--- config.mk ---
export PLATFORM = sky130hd
export DESIGN_NAME = sop_eval_sweep
export DESIGN_NICKNAME = d
export VERILOG_FILES = /design/src/rtl/sop_eval_sweep.sv
export SDC_FILE = /design/constraint.sdc
export NUM_CORES = 1
export LEC_CHECK = 0
export ABC_AREA = 1
export BUFFER_PORTS_ARGS = -buffer_cell sky130_fd_sc_hd__buf_2
export CAP_MARGIN = 15
export CORE_ASPECT_RATIO = 1.4
export CORE_UTILIZATION = 25
export DETAILED_ROUTE_END_ITERATION = 16
export PLACE_DENSITY = 0.47
export SYNTH_ARGS = -nofsm -noshare
export SYNTH_HDL_FRONTEND = slang
export SYNTH_SLANG_ARGS = --single-unit
--- constraint.sdc ---
create_clock -name clk -period 2.3 [get_ports clk]
set_input_delay 0.23 -clock clk [delete_from_list [all_inputs] [get_ports clk]]
set_output_delay 0.23 -clock clk [all_outputs]
set_load 0.01 [all_outputs]
--- src/rtl/sop_eval_sweep.sv ---
// Programmable sum-of-products evaluator with run-time loaded terms.
// Supports single-vector evaluation with valid/ready, and an exhaustive on-set count sweep.
module sop_eval_sweep #(
   parameter int N_IN   = 7,
   parameter int N_TERM = 4,
   parameter int IDX_W  = (N_TERM > 1) ? $clog2(N_TERM) : 1,
   parameter int CNT_W  = N_IN + 1
) (
   input  logic             clk,
   input  logic             rst,
   input  logic             cfg_we,
   input  logic [IDX_W-1:0] cfg_idx,
   input  logic             cfg_en,
   input  logic [N_IN-1:0]  cfg_care,
   input  logic [N_IN-1:0]  cfg_pol,
   input  logic             in_valid,
   output logic             in_ready,
   input  logic [N_IN-1:0]  in_vec,
   output logic             out_valid,
   output logic             out_z,
   input  logic             sweep_start,
   output logic             sweep_busy,
   output logic             sweep_done,
   output logic [CNT_W-1:0] ones_cnt
);

   typedef enum logic [1:0] {IDLE, SWEEP, DONE} state_t;

   state_t            state_q, state_d;
   logic [N_TERM-1:0] en_q;
   logic [N_IN-1:0]   care_q [N_TERM];
   logic [N_IN-1:0]   pol_q  [N_TERM];
   logic [N_IN-1:0]   vec_cnt_q;
   logic              f_in, f_sweep, accept, last_vec;

   // Two evaluators share the term table: one for the direct vector, one for the sweep counter.
   always_comb begin
      f_in    = 1'b0;
      f_sweep = 1'b0;
      for (int t = 0; t < N_TERM; t++) begin
         if (en_q[t] && (((in_vec ~^ pol_q[t]) & care_q[t]) == care_q[t]))
            f_in = 1'b1;
         if (en_q[t] && (((vec_cnt_q ~^ pol_q[t]) & care_q[t]) == care_q[t]))
            f_sweep = 1'b1;
      end
   end

   assign in_ready   = (state_q == IDLE) && !sweep_start;
   assign accept     = in_valid && in_ready;
   assign last_vec   = &vec_cnt_q;
   assign sweep_busy = (state_q == SWEEP);
   assign sweep_done = (state_q == DONE);

   always_ff @(posedge clk or posedge rst) begin
      if (rst) state_q <= IDLE;
      else     state_q <= state_d;
   end

   always_comb begin
      state_d = state_q;
      case (state_q)
         IDLE:    if (sweep_start) state_d = SWEEP;
         SWEEP:   if (last_vec)    state_d = DONE;
         DONE:    state_d = IDLE;
         default: state_d = IDLE;
      endcase
   end

   // NOTE: the term table is small and must read back as cleared after reset, so every entry is reset.
   always_ff @(posedge clk or posedge rst) begin
      if (rst) begin
         en_q <= '0;
         for (int t = 0; t < N_TERM; t++) begin
            care_q[t] <= '0;
            pol_q[t]  <= '0;
         end
      end else if (cfg_we && state_q == IDLE) begin
         // An index outside the table matches no entry and is silently dropped.
         for (int t = 0; t < N_TERM; t++) begin
            if (cfg_idx == IDX_W'(t)) begin
               en_q[t]   <= cfg_en;
               care_q[t] <= cfg_care;
               pol_q[t]  <= cfg_pol;
            end
         end
      end
   end

   // NOTE: registered state uses <= so every block samples pre-edge values, e.g. an eval
   // in the same cycle as a config write still sees the old terms.
   always_ff @(posedge clk or posedge rst) begin
      if (rst) begin
         out_valid <= 1'b0;
         out_z     <= 1'b0;
         ones_cnt  <= '0;
         vec_cnt_q <= '0;
      end else begin
         out_valid <= accept;
         if (accept) out_z <= f_in;
         if (state_q == IDLE && sweep_start) begin
            ones_cnt  <= '0;
            vec_cnt_q <= '0;
         end else if (state_q == SWEEP) begin
            ones_cnt  <= ones_cnt + CNT_W'(f_sweep);
            vec_cnt_q <= vec_cnt_q + N_IN'(1);
         end
      end
   end

endmodule

==> impl_metrics.csv <==
group,metric,value,unit
routing,avgViaCountPerCell,4.58,
worst_hold_path,worst_hold_end,"out_valid",
die,ports_placed_on_the_boundary,42,
routing,detail_route.drc_violations,3,
grt,globalRoute.totalOverflow,0,
yosys,synthMuxAreaShare,0,%
setup_path,cpMaxStageDelayCell,"dfrtp_2",
routing,antenna_violating_nets_post_route,0,
setup_path,worst-path-buf-inv,2,
final_layout,synthesis_to_finish_area_growth,18.4,%
setup_path,worst_ep_arrival_time,2.26,ns
yosys,synth_compound_gate_area_share,11.1,%
timing,slew_headroom,70.7,%
placement,port_buffers,41,
setup_path,r2r_depth,13,
yosys,ys_seq_elements,79,
yosys,synthesized_area_fraction_occupied_by_adder_cells,0.892,%
timing,setup_slack,0.275,ns
clock_tree,cts_tree,"done",
die,placement_rows,55,
power_and_ir_drop,vdd.ir_drop.worst,0.387,mV
die,die_area,17400,um^2
clock_tree,clkSinkCount,79,
power_and_ir_drop,power_leakage,2.56,nW
routing,drt_total_wl,11.9,mm
grt,first_global_vias,3818,
clock_tree,cts_buffer_depth,2,
setup_path,rrSetupSlack,0.27,ns
final_layout,final_nets,669,
timing,finalClockSkew,0.00912,ns
final_layout,mostFrequentLayoutCells,"nand2_1, dfrtp_1, inv_1, nand3_1, o21ai_1",
timing,timing.final.max_slew_violations,0,
timing,timing.hold.ws,0.132,ns
worst_hold_path,timing.hold.worst.start,"in_valid",
yosys,main_combinational_cell_family_by_area_after_synthesis,"simple AND/OR/NAND/NOR gates",
timing,final.min_clock_period,2.03,ns
clock_tree,insertion_delay,0.34,ns
setup_path,crit_path_cell_trace,"clkinv_4 > nand2_1 > nand3_1 > nand2_1 > nor2_1 > nand3_1 > nand4_1 > ha_1 > nand2_1 > nor3_2 > nand4_1 > o21ai_0 > inv_1",
run,timing.max_cap.violations,0,
timing,final-setup-viol-count,0,
clock_tree,cts_max_level,3,
yosys,syn_nets,624,
placement,numPlacedInstances,822,
setup_path,reg2reg_from,"vec_cnt_q[5]",
setup_path,critical_path_max_stage_delay,0.47,ns
grt,grt_first_pass_wirelength,19.6,mm
routing,dr.pass1.iters,11,
yosys,post_synth_inst_count,592,
yosys,synth_area_in_xor_xnor,0,%
setup_path,worst_path_dominant_cell_family,"simple AND/OR/NAND/NOR gates",
setup_path,path_depth,13,
yosys,synth_seq_area_share,47.0,%
yosys,synth_warnings,0,
yosys,post_syn_area_per_cell,7.11,um^2
worst_hold_path,hold_path_class,"in -> reg",
yosys,syn-cell-area,4210,um^2
grt,largest_net_degree_at_the_start_of_global_routing,80,
setup_path,crit_path_start_kind,"flip-flop",
power_and_ir_drop,report.power.total,6.31,mW
grt,groute.usage.overall,14.8,%
die,dieHeight,156,um
setup_path,cp-end-kind,"flip-flop",
setup_path,worst-path-max-fanout,8,
placement,gp_congestion,0.891,
routing,initialDrtViolationCount,270,
grt,initial_antenna_violation_count,0,
yosys,yosys.area_share.simple,31.9,%
clock_tree,tritoncts.num_buffers,9,
yosys,post_synth_num_cell_types,25,
timing,tightest_slew,0.440,ns
setup_path,critical-path-top-cell-by-count,"nand2_1",
final_layout,finalNonFillerCells,841,
timing,final_min_period_over_clock_period,88.1,%
final_layout,post-route-util,30.6,%
timing,rsz0062_at_grt,"false",
routing,via_count,3854,
clock_tree,clk_pin_slew,0.06,ns
routing,routed_wire_length_per_instance,14.2,um
die,die_w,112,um
worst_hold_path,worstHoldPathCells,3,
final_layout,antenna-diode-count,0,
final_layout,final_layout_size_suffix_gt1_share,13.4,%
setup_path,crit_path_start,"vec_cnt_q[5]",
timing,finalHoldViolCount,0,
die,initial_utilization,25.8,%
die,core,16300,um^2
setup_path,crit_type,"reg -> reg",
clock_tree,cts.root.buffer_cell,"clkbuf_16",
timing,fmax,0.494,GHz
setup_path,required,2.53,ns
outcome,failed_checks,"DRC",
power_and_ir_drop,pwr_density_cell,1270,nW/um^2
final_layout,final_common_cell,"nand2_1",
placement,dp.final_hpwl,8.93,mm
outcome,run_status,"complete, but fails checks",
setup_path,timing.rr.end,"ones_cnt[6]",
placement,place_worst_setup_slack,-0.0318,ns
[tightest hold or removal path, stage by stage]
cell and delay, ns:
buf_2 0.07, nand2_1 0.04, inv_1 0.08
[worst max path at each step]
stage | endpoint | slack [ns]
floorplan | care_q[0] | 0.05
global placement | ones_cnt[6] | -0.04
detailed placement | ones_cnt[6] | -0.03
CTS | ones_cnt[6] | 0.07
global route | ones_cnt[7] | 0.005
finish | ones_cnt[6] | 0.27
[cells in the mapped netlist]
cell type / n / area share, %
o31ai_1: 2 / 0.36
inv_1: 77 / 6.9
nor3_1: 1 / 0.12
o22ai_1: 5 / 0.74
nor3_2: 1 / 0.24
nor2_1: 27 / 2.4
buf_2: 14 / 1.7
nor2_2: 1 / 0.15
a31oi_1: 1 / 0.15
nand2_2: 1 / 0.15
ha_1: 3 / 0.89
nand3_1: 61 / 7.3
inv_2: 4 / 0.36
a22o_1: 1 / 0.21
nor4_2: 1 / 0.30
o21ai_0: 27 / 3.2
or2_1: 1 / 0.15
a21oi_1: 6 / 0.71
nor2_4: 3 / 0.80
nand4_1: 3 / 0.45
clkbuf_2: 1 / 0.12
buf_4: 1 / 0.18
o21ai_1: 48 / 5.7
nand2_1: 223 / 20
dfrtp_1: 79 / 47
[cell families after synthesis]
| group | Yosys count |
|---|---|
| AO/OA/AOI/OAI | 90 |
| adder cells (fa/ha/maj) | 3 |
| buffers and inverters | 97 |
| flip-flops | 79 |
| AND/OR/NAND/NOR | 323 |
[registers in the layout, summed over array words and instances (netlist names)]
signal / cells
care_q: 28
en_q: 4
pol_q: 28
state_q: 2
vec_cnt_q: 7
ones_cnt: 8
out_valid: 1
out_z: 1
[area by class of cell]
| type | instances | area (um^2) |
|---|---|---|
| Clock inverter | 5 | 56.3 |
| Multi-Input combinational cell | 416 | 1850 |
| Sequential cell | 79 | 1980 |
| Inverter | 81 | 310 |
| Tap cell | 199 | 249 |
| Fill cell | 1745 | 11300 |
| Clock buffer | 11 | 243 |
| Timing Repair Buffer | 50 | 288 |
[per-stage QoR]
| step | area [um^2] | TNS, ns |
|---|---|---|
| global route | 4980 | 0 |
| global placement | 4640 | -0.0438 |
| finish | 4980 | 0 |
| floorplan | 4210 | 0 |
| detailed placement | 4640 | -0.0374 |
| CTS | 4950 | 0 |
[timing repair]
action / 4_1_cts / 5_1_grt
setup buffers: 0 / 2
resized for setup: 1 / 12
hold endpoints to repair: 29 / 0
hold buffers: 1 / 0
endpoints found under the setup margin: 2 / 4
[routing by layer]
metal / wire length [um] / track usage, % / vias up
met3: 441 / 2.72 / 19
met4: 299 / 6.05 / 0
li1: - / - / 1960
met1: 4960 / 16.8 / 1775
met5: 0 / 0 / -
met2: 6230 / 27.1 / 100
[power by group]
part           total, mW  internal, mW  switching (mW)  leakage [nW]
clock network       1.44         0.870           0.569         0.146
registers           2.62          1.97           0.657          1.01
logic               2.25         0.896            1.36          1.41
total               6.31          3.73            2.58          2.56
(Power assumes the default switching activity.)
